===== src/rtl/alu_pkg.sv =====
// Shared ALU definitions: opcodes, flag bit positions and the datapath width.
package alu_pkg;

  localparam int unsigned ALU_W = 16;

  // Opcodes: bit 1 selects subtract (invert B), ADC/SBC take carry-in from the carry flag.
  localparam logic [1:0] ALU_ADD = 2'b00;
  localparam logic [1:0] ALU_ADC = 2'b01;
  localparam logic [1:0] ALU_SUB = 2'b10;
  localparam logic [1:0] ALU_SBC = 2'b11;

  // Bit positions inside the 4-bit {Z,N,C,V} flag vector.
  localparam int unsigned FLG_Z = 3;
  localparam int unsigned FLG_N = 2;
  localparam int unsigned FLG_C = 1;
  localparam int unsigned FLG_V = 0;

endpackage


===== src/rtl/alu_add16_cin.sv =====
// Combinational ripple-carry adder built from a full-adder chain, with carry-in.
// Ports:
//   a, b  : operands
//   cin   : carry into bit 0
//   sum   : W-bit sum
//   cout  : carry out of the top bit
module alu_add16_cin #(
  parameter int unsigned W = 16
) (
  input  logic [W-1:0] a,
  input  logic [W-1:0] b,
  input  logic         cin,
  output logic [W-1:0] sum,
  output logic         cout
);

  logic [W:0] c;

  assign c[0] = cin;

  for (genvar i = 0; i < W; i++) begin : g_fa
    assign sum[i]   = a[i] ^ b[i] ^ c[i];
    assign c[i+1]   = (a[i] & b[i]) | (c[i] & (a[i] ^ b[i]));
  end

  assign cout = c[W];

endmodule


===== src/rtl/alu_add16_stage.sv =====
// Registered ADD/ADC/SUB/SBC stage around the 16-bit ripple adder.
// One-cycle latency, valid/ready on both sides, persistent carry flag for multi-word chains.
// Optional build macro ALU_ADD_SAT_EN: saturating results (ADD/ADC clamp to 0xFFFF on carry,
// SUB/SBC clamp to 0x0000 on borrow); C and carry_q still record the raw carry.
// Ports:
//   clk, rst             : clock, asynchronous active-high reset
//   in_valid/in_ready    : request handshake
//   in_op, in_a, in_b    : opcode and operands
//   c_load, c_value      : direct write of the carry flag (wins over an accept's carry)
//   out_valid/out_ready  : result handshake
//   out_data, out_flags  : registered result and {Z,N,C,V}
//   carry_q              : current carry flag
module alu_add16_stage
  import alu_pkg::*;
#(
  parameter int unsigned W   = 16,
  parameter int unsigned OPW = 2
) (
  input  logic           clk,
  input  logic           rst,
  input  logic           in_valid,
  output logic           in_ready,
  input  logic [OPW-1:0] in_op,
  input  logic [W-1:0]   in_a,
  input  logic [W-1:0]   in_b,
  input  logic           c_load,
  input  logic           c_value,
  output logic           out_valid,
  input  logic           out_ready,
  output logic [W-1:0]   out_data,
  output logic [3:0]     out_flags,
  output logic           carry_q
);

  if (W != ALU_W) begin : g_bad_width
    $error("alu_add16_stage: W must be 16");
  end

  logic         out_valid_q;
  logic [W-1:0] out_data_q;
  logic [3:0]   out_flags_q;
  logic         carry_flag_q;

  logic         accept;
  logic [W-1:0] b_eff;
  logic         cin;
  logic [W-1:0] sum;
  logic         c16;
  logic         ovf;
  logic [W-1:0] res_d;
  logic [3:0]   flags_d;

  assign in_ready = !out_valid_q || out_ready;
  assign accept   = in_valid && in_ready;

  assign b_eff = in_op[1] ? ~in_b : in_b;

  always_comb begin
    cin = 1'b0;
    unique case (in_op)
      ALU_ADD: cin = 1'b0;
      ALU_ADC: cin = carry_flag_q;
      ALU_SUB: cin = 1'b1;
      ALU_SBC: cin = carry_flag_q;
      default: cin = 1'b0;
    endcase
  end

  alu_add16_cin #(
    .W (W)
  ) u_adder (
    .a    (in_a),
    .b    (b_eff),
    .cin  (cin),
    .sum  (sum),
    .cout (c16)
  );

  // Signed overflow: operands agree in sign but the result does not.
  assign ovf = (in_a[W-1] == b_eff[W-1]) && (sum[W-1] != in_a[W-1]);

  always_comb begin
    res_d   = sum;
    flags_d = 4'b0000;
`ifdef ALU_ADD_SAT_EN
    // Add overflows on carry out; subtract underflows when there is a borrow (c16 == 0).
    if (in_op[1] ? !c16 : c16) begin
      res_d          = in_op[1] ? '0 : '1;
      flags_d[FLG_V] = 1'b0;
    end else begin
      flags_d[FLG_V] = ovf;
    end
`else
    flags_d[FLG_V] = ovf;
`endif
    flags_d[FLG_Z] = (res_d == '0);
    flags_d[FLG_N] = res_d[W-1];
    flags_d[FLG_C] = c16;
  end

  always_ff @(posedge clk or posedge rst) begin
    if (rst) begin
      out_valid_q  <= 1'b0;
      out_data_q   <= '0;
      out_flags_q  <= 4'b0000;
      carry_flag_q <= 1'b0;
    end else begin
      if (accept) begin
        out_valid_q <= 1'b1;
        out_data_q  <= res_d;
        out_flags_q <= flags_d;
      end else if (out_ready) begin
        out_valid_q <= 1'b0;
      end
      // A direct load overrides the carry produced by a same-cycle accept.
      if (c_load) begin
        carry_flag_q <= c_value;
      end else if (accept) begin
        carry_flag_q <= c16;
      end
    end
  end

  assign out_valid = out_valid_q;
  assign out_data  = out_data_q;
  assign out_flags = out_flags_q;
  assign carry_q   = carry_flag_q;

endmodule


===== config.mk =====
export PLATFORM = sky130hd
export DESIGN_NAME = alu_add16_stage
export DESIGN_NICKNAME = d
export VERILOG_FILES = /design/src/rtl/alu_pkg.sv /design/src/rtl/alu_add16_cin.sv /design/src/rtl/alu_add16_stage.sv
export SDC_FILE = /design/constraint.sdc
export NUM_CORES = 1
export LEC_CHECK = 0
export ABC_AREA = 1
export CAP_MARGIN = 15
export CORE_MARGIN = 2
export CORE_UTILIZATION = 45
export CTS_BUF_LIST = sky130_fd_sc_hd__clkbuf_4 sky130_fd_sc_hd__clkbuf_8 sky130_fd_sc_hd__clkbuf_16
export CTS_CLUSTER_DIAMETER = 50
export DETAILED_ROUTE_END_ITERATION = 8
export PLACE_DENSITY = 0.85
export REMOVE_ABC_BUFFERS = 1
export SLEW_MARGIN = 40
export SYNTH_ARGS = -nofsm -noshare
export SYNTH_HDL_FRONTEND = slang
export SYNTH_HIERARCHICAL = 1
export SYNTH_SLANG_ARGS = --single-unit

===== constraint.sdc =====
create_clock -name clk -period 12 [get_ports clk]
set_clock_uncertainty 0.2 [all_clocks]
set_input_delay 1.2 -clock clk [delete_from_list [all_inputs] [get_ports clk]]
set_output_delay 1.2 -clock clk [all_outputs]
set_load 0.02 [all_outputs]

## After elaboration in Yosys (flattened, before gate mapping)

Cells that the tools add are included.

| word-level totals | value |
|---|---|
| register bits after elaboration | 22 |
| word-level logic and storage cells | 105 |
| input port bits | 40 |
| output and inout bits | 23 |

| operators by class | value |
|---|---|
| multiplexer cells | 6 |
| reduce and logical (&&, ||, !) cells | 9 |
| equality and inequality tests | 5 |
| bitwise gates (word level) | 81 |

Operators by type and width:

| operator | number |
|---|---|
| $and A1 B1 Y1 | 32 |
| $xor A1 B1 Y1 | 32 |
| $logic_not A16 Y1 | 1 |
| $mux W16 | 1 |
| $not A16 Y16 | 1 |
| $or A1 B1 Y1 | 16 |
| $eq A2 B2 Y1 const B | 2 |
| $mux W1 | 4 |
| $reduce_bool A2 Y1 | 2 |
| $pmux W1 S3 | 1 |
| $eq A2 B1 Y1 const B | 1 |
| $logic_and A1 B1 Y1 | 2 |
| $logic_not A2 Y1 | 1 |
| $reduce_or A2 Y1 | 1 |
| $eq A1 B1 Y1 | 1 |
| $logic_not A1 Y1 | 1 |
| $logic_or A1 B1 Y1 | 1 |
| $ne A1 B1 Y1 | 1 |

## Depth between registers and ports, before layout

Gate-level depths: netlist of the first run.

| depth | value |
|---|---|
| depth after elaboration | 37 |
| mapped depth | 27 |
| mapped depth without buffers | 26 |

## Cells and area by module

The synthesis of the first run kept the hierarchy.

By module, submodules not included:

| module | cells each | area an instance (um^2) | times used | seq. area each (um^2) |
|---|---|---|---|---|
| alu_add16_stage | 134 | 1102.3 | 1 | 525.5 |
| alu_add16_cin | 26 | 357.8 | 1 | 0.0 |

## Worst setup path before layout of the first run

No wires, ideal clock.

| timing | value |
|---|---|
| path type | input-to-reg |
| from | input in_op[1] |
| to | register out_flags_q[0] (netlist: out_flags[0]) |
| slack | 3.630 ns |
| arrival | 8.105 ns |
| cell stages on the path | 27 |
| data required time | 11.735 ns |
| cells stage by stage | buf_6 mux2_2 fa_1 inv_1 fa_1 inv_1 fa_1 fa_1 fa_1 fa_1 fa_1 fa_1 fa_1 fa_1 fa_1 fa_1 fa_1 fa_1 fa_1 inv_1 fa_1 inv_1 inv_1 or2_2 nand2_1 nand3_1 nand2_1 |

| on the way | value |
|---|---|
| longest elaborated chain between the ends | 36 |
| elaborated cells between the ends (all ways) | 72 |
| those cells by class | 5 x eq/ne; 2 x mux; 62 x bitwise; 3 x reduce/logical |

Ends and longest elaborated chain:

| element | line | text |
|---|---|---|
| start: declaration | alu_add16_stage.sv:23 | `input logic [OPW-1:0] in_op,` |
| $eq A2 B2 Y1 or $eq A2 B1 Y1 (tied branches) | alu_add16_stage.sv:60 | `unique case (in_op)` |
| $reduce_or A2 Y1 (no source line) | n/a |  |
| $pmux W1 S3 * | alu_add16_stage.sv:60 |  |
| via cin | alu_add16_stage.sv:46 | `logic cin;` |
| $and A1 B1 Y1 * | alu_add16_cin.sv:23 | `assign c[i+1] = (a[i] & b[i]) \| (c[i] & (a[i] ^ b[i]));` |
| $or A1 B1 Y1 * | alu_add16_cin.sv:23 |  |
| $and A1 B1 Y1 * | alu_add16_cin.sv:23 |  |
| $or A1 B1 Y1 * | alu_add16_cin.sv:23 |  |
| [... 22 more ...] | n/a |  |
| $and A1 B1 Y1 * | alu_add16_cin.sv:23 |  |
| $or A1 B1 Y1 * | alu_add16_cin.sv:23 |  |
| $and A1 B1 Y1 * | alu_add16_cin.sv:23 |  |
| $or A1 B1 Y1 * | alu_add16_cin.sv:23 |  |
| $xor A1 B1 Y1 * | alu_add16_cin.sv:22 | `assign sum[i] = a[i] ^ b[i] ^ c[i];` |
| via flags_d[2] | alu_add16_stage.sv:51 | `logic [3:0] flags_d;` |
| $ne A1 B1 Y1 * | alu_add16_stage.sv:80 | `assign ovf = (in_a[W-1] == b_eff[W-1]) && (sum[W-1] != in_a[W-1]);` |
| $logic_and A1 B1 Y1 * | alu_add16_stage.sv:80 |  |
| end signal: assignment | alu_add16_stage.sv:111 | `out_flags_q <= flags_d;` |
| end: declaration | alu_add16_stage.sv:41 | `logic [3:0] out_flags_q;` |

The timed path passes the listed nets; every way through them passes the cells marked *.
A chain may end at the register's enable or synchronous reset.

## Final worst setup path of the first run

Ends and elaborated chain as after synthesis.

==> results of run 1 <==
==> cells in the final DEF, fill, tap and decap left out, types with 2 or more instances in the layout <==
| master | Yosys | layout |
|---|---|---|
| clkbuf_4 | 0 | 3 |
| clkdlybuf4s50_1 | 0 | 62 |
| dfrtp_1 | 21 | 21 |
| fa_1 | 16 | 16 |
| inv_1 | 15 | 14 |
| inv_2 | 2 | 3 |
| nand2_1 | 61 | 61 |
| nand3_1 | 3 | 3 |
| nor2_1 | 12 | 12 |
| o21ai_2 | 2 | 2 |
| xor2_1 | 15 | 15 |
==> cells in the mapped netlist (2+ instances only) <==
library cell / number
nand2_1: 61
dfrtp_1: 21
fa_1: 16
inv_1: 15
xor2_1: 15
nor2_1: 12
buf_4: 3
buf_6: 3
nand3_1: 3
inv_2: 2
o21ai_2: 2
==> power groups by stage <==
stage	clock network [mW]	registers [mW]	logic (mW)
after floorplan	0	0.119	0.0506
after global placement	0	0.0970	0.132
after detailed placement	0	0.0976	0.136
after CTS	0.0360	0.0963	0.136
after global routing	0.0388	0.0982	0.149
final	0.0354	0.0959	0.135
==> logic make-up (layout without fill, tap and decap cells) <==
group                      count (synthesis)  in the layout  share of synthesized area [%]
and+or+nand+nor                           79             79                           21.1
buffers and inverters                     23             84                           8.23
DFF                                       21             21                           36.0
adders and majority gates                 16             16                           21.9
xor gates and xnor gates                  15             15                           9.00
AOI/OAI and AO/OA                          5              5                           3.00
muxes                                      1              1                          0.771
==> final cells by class <==
cell class,count,area (µm²),area share (%)
clock buffer,3,22.5,1.07
clock inverter,1,5.00,0.237
inverter,17,63.8,3.02
multi-input combinational,116,815,38.5
sequential,21,526,24.9
tap,44,55.1,2.60
timing repair buffer,63,628,29.7
==> worst max-delay path by stage <==
stage | slack (ns) | cells past startpoint | endpoint
global placement | 2.87 | 28 | out_flags[0]
finish | 3.10 | 28 | out_flags[0]
CTS | 3.08 | 28 | out_flags[0]
detailed placement | 2.76 | 28 | out_flags[0]
global route | 2.81 | 28 | out_flags[0]
floorplan | 3.69 | 26 | out_flags[0]
==> sequential cells by signal, indices dropped and copies added, names as in the netlist <==
name / cells
out_valid: 1
carry_q: 1
out_data: 15
out_flags: 4
==> routing by layer <==
metal / wire (µm) / share of wire [%] / vias up / global-route usage, %
li1: - / - / 598 / -
met1: 1210 / 42 / 579 / 22.3
met2: 1560 / 54 / 30 / 32.7
met3: 98 / 3.4 / 2 / 1.92
met4: 19 / 0.66 / 0 / 5.59
met5: 0 / 0 / - / 0
==> worst max-delay path: cells and delay by family <==
kind / cells / cell delay (ns)
buffers and inverters: 7 / 0.98
muxes: 1 / 0.30
and+or+nand+nor: 4 / 0.47
adders and majority gates: 16 / 5.99
==> through the flow <==
step	std cells	worst slack [ns]	instance area, µm²	hold WS [ns]	utilization [%]
floorplan	154	3.69	1400	0.384	-
global placement	261	2.87	2090	0.253	67.8
detailed placement	261	2.76	2090	0.258	67.8
CTS	265	3.08	2110	0.288	68.7
global route	265	2.81	2110	0.306	68.7
finish	265	3.10	2110	0.287	68.7
==> metrics, run 1 <==
PortBufs=62; reg2reg end=out_flags[0]; part of the cycle the worst path needs=74.2%; total global routing overflow=0; maximum vdd drop=0.0547 mV; Comb power frac=50.6%; DP HPWL=2.42 mm; number of remaining DRC errors=0; Die W=61.0 µm; layout cells sized above 1=6.33%; Fmax=112 MHz; root buf cell=clkbuf_4; Fillers=270; Clock Latency Late Sink=0.30 ns; initial antenna violation count=0; hold path startpoint=out_data[8]; number of H-tree levels=1; synthesized area=0.00146 mm²; setup violators final=0; Crit. Startpoint=in_op[1]; status=finished, final reports clean; Hold Vio Cnt, Final=0; vias in the first global route=1170; first-pass GRT wire length=4.89 mm; cts repair resizes=0; CTS tree=built; Max Slew Vio Count=0; nets@finish=278; Cells after Synth=160; Layout area overhead=44.8%; PD cells=126 mW/mm²; CP max stage cell=fa_1; Worst setup SP type=primary input; Initial Util=47.4%; row count=20; Post-synth EDFFs=0; Syn. warnings=6; ANT nets after route=0; Clock power frac=13.3%; reg2reg setup slack=4.20 ns; Worst-Margin Slew=0.490 ns; cts hold-fix bufs=0; Crit Reg-Reg Startpoint=carry_q; leakage dissipation=1.00 nW; Internal Pwr Total=0.166 mW; Yosys top cell area share=36.0%; syn avg cell area=9.13 µm²; Total GRT Usage=18.0%; FF+latch count, synth=21; post-CTS setup repair buffer count=0; hold depth=2; clk sinks=21; Rel. slew slack=67.3%; full die area=0.00372 mm²; setup tns final=0 ns; DRT Pass-1 Iters=4; total power=0.266 mW; Clock Path Buffers=2; detailed-route via count=1209; clock-pin slew on the worst setup and hold paths=0.12 ns; Post-synth ARST share=100%; leading area contributor after synthesis=dfrtp_1; CTS Buf Count=3; sequential area share after synthesis=36.0%; DRT iter0 DRCs=27; RSZ-0062 raised after global routing=no; R2R cell count=26; MaxCap Viol Count=0; critical path arrival=8.96 ns; HP Class=reg -> reg; I/O Pins=63; Post-Route WL=2.89 mm; sequential power share=36.1%; global placement routability congestion=0.800; Setup crit end kind=flip-flop; Switching Fraction=37.6%; largest cells by area after synthesis=dfrtp_1 36%, fa_1 22%, nand2_1 16%; CP most frequent cell=fa_1; crit-path max FO=18; path type of the worst setup path=in -> reg; DR WL/cell=10.9 µm; Crit path required time=12.06 ns; top_reg_cell synth=dfrtp_1; antenna cell count=0; Hold Path End=out_data[8]; crit-path max cell delay=0.40 ns; Core Box Area=0.00308 mm²; fin crit period=8.90 ns; largest net degree at the start of global routing=22; Via density=4.56; synth unique cells=18; Die Y-Extent=61.0 µm; Sw Pwr=0.100 mW
(Power assumes the default switching activity.)
==> inputs of run 2 (changes only) <==
--- a/config.mk
+++ b/config.mk
@@ -8,11 +8,11 @@
 export ABC_AREA = 1
 export CAP_MARGIN = 15
 export CORE_MARGIN = 2
-export CORE_UTILIZATION = 45
+export CORE_UTILIZATION = 42
 export CTS_BUF_LIST = sky130_fd_sc_hd__clkbuf_4 sky130_fd_sc_hd__clkbuf_8 sky130_fd_sc_hd__clkbuf_16
 export CTS_CLUSTER_DIAMETER = 50
 export DETAILED_ROUTE_END_ITERATION = 8
-export PLACE_DENSITY = 0.85
+export PLACE_DENSITY = 0.8
 export REMOVE_ABC_BUFFERS = 1
 export SLEW_MARGIN = 40
 export SYNTH_ARGS = -nofsm -noshare
==> constraint.sdc (replaced) <==
create_clock -name clk -period 8.3 [get_ports clk]
set_clock_uncertainty 0.2 [all_clocks]
set_input_delay 0.83 -clock clk [delete_from_list [all_inputs] [get_ports clk]]
set_output_delay 0.83 -clock clk [all_outputs]
set_load 0.02 [all_outputs]
==> metrics, run 2 (synthesis gave the netlist of run 1 again) <==
status=finished, final reports clean; Crit path required time=8.36 ns; maximum vdd drop=0.0692 mV; Core Box Area=0.00334 mm²; detailed-route via count=1189; HP Class=reg -> reg; layout cells sized above 1=10.8%; root buf cell=clkbuf_4; vias in the first global route=1177; setup slack after layout=0.256 ns; Inst Count DP=265; part of the cycle the worst path needs=96.9%; global placement routability congestion=0.738; Hold Vio Cnt, Final=0; Die W=63.0 µm; DRT Pass-1 Iters=4; largest net degree at the start of global routing=22; design area=0.00215 mm²; dpl ws=-0.439 ns; row count=21; fin crit period=8.04 ns; Layout area overhead=47.4%; Post-Route WL=3.11 mm; Worst setup SP type=primary input; clk sinks=21; Fmax=124 MHz; Setup crit end kind=flip-flop; PD cells=183 mW/mm²; Die Y-Extent=63.0 µm; Via density=4.42; antenna cell count=0; setup violators final=0; total global routing overflow=0; DP HPWL=2.53 mm; final core occ=64.5%; Crit. Startpoint=in_op[0]; Rel. slew slack=64.6%; I/O Pins=63; Largest register FFs=15; Clock Latency Late Sink=0.31 ns; Max Slew Vio Count=0; first-pass GRT wire length=5.34 mm; PortBufs=62; crit-path max FO=2; critical path arrival=8.11 ns; number of remaining DRC errors=0; most common cell after layout, fill and taps aside=clkdlybuf4s50_1; Fin Hold WS=0.281 ns; Crit Reg-Reg Startpoint=carry_q; setup tns final=0 ns; Clock Path Buffers=2; path type of the worst setup path=in -> reg; ANT nets after route=0; clock-pin slew on the worst setup and hold paths=0.12 ns; CTS Buf Count=3; Non-Filler Instances=269; initial antenna violation count=0; crit path to=out_flags[0]; area post-placement=0.00210 mm²; most frequent cells in the layout=62 x clkdlybuf4s50_1, 61 x nand2_1, 21 x dfrtp_1; Worst-Margin Slew=0.531 ns; CTS tree=built; Total GRT Usage=17.4%; reg2reg end=out_flags[0]; DR WL/cell=11.6 µm; nets@finish=280; DRT iter0 DRCs=67; Initial Util=43.8%; R2R cell count=26; full die area=0.00396 mm²; total power=0.394 mW; leakage dissipation=1.01 nW; number of H-tree levels=1; reg2reg setup slack=0.90 ns; MaxCap Viol Count=0
[run 2: timing repair]
action	CTS	global route
setup endpoints to repair	2	2
buffers inserted	0	0
gates resized for setup	3	5
hold buffers	0	0
hold endpoints to repair	0	0
pin swaps	0	0
[run 2: power breakdown]
group / internal [mW] / total (mW) / leakage, nW / switching, mW
registers: 0.126 / 0.139 / 0.259 / 0.0135
logic: 0.101 / 0.202 / 0.730 / 0.101
clock network: 0.0180 / 0.0518 / 0.0177 / 0.0338
total: 0.245 / 0.394 / 1.01 / 0.148
[run 2: critical path, stage by stage]
cell and delay (ns):
clkdlybuf4s50_1 0.48, mux2_2 0.36, fa_1 0.36, inv_1 0.07, fa_1 0.15, inv_1 0.05, fa_1 0.38, fa_2 0.37
fa_1 0.40, fa_2 0.35, fa_2 0.34, fa_2 0.34, fa_2 0.35, fa_2 0.35, fa_2 0.35, fa_1 0.39
fa_2 0.35, fa_1 0.38, fa_1 0.37, inv_1 0.07, fa_1 0.40, inv_1 0.08, inv_1 0.05, or2_2 0.26
nand2_1 0.07, nand3_1 0.06, nand2_1 0.08
[run 2: how the worst min path moves through the flow]
stage,start,to,depth (start not counted)
2_1_floorplan,out_data[0],out_data[0],2
3_5_place_dp,out_data[8],out_data[8],2
5_1_grt,out_data[3],out_data[3],2
4_1_cts,out_data[3],out_data[3],2
3_3_place_gp,out_data[1],out_data[1],2
6_report,out_data[8],out_data[8],2
[run 2: area by class of cell]
type	count	area, µm²
tap	46	57.6
fill	289	1180
timing repair buffer	65	643
multi-input combinational	116	835
inverter	17	63.8
sequential	21	526
clock inverter	1	5.00
clock buffer	3	22.5
[run 2: metal layers]
layer / vias to the layer above / share of wire (%) / track usage, % / wire [µm]
met5: - / 0 / 0 / 0
met4: 0 / 1.2 / 7.50 / 38
met3: 4 / 5.8 / 2.70 / 180
met2: 42 / 52 / 29.5 / 1610
met1: 550 / 41 / 22.0 / 1290
li1: 593 / - / - / -
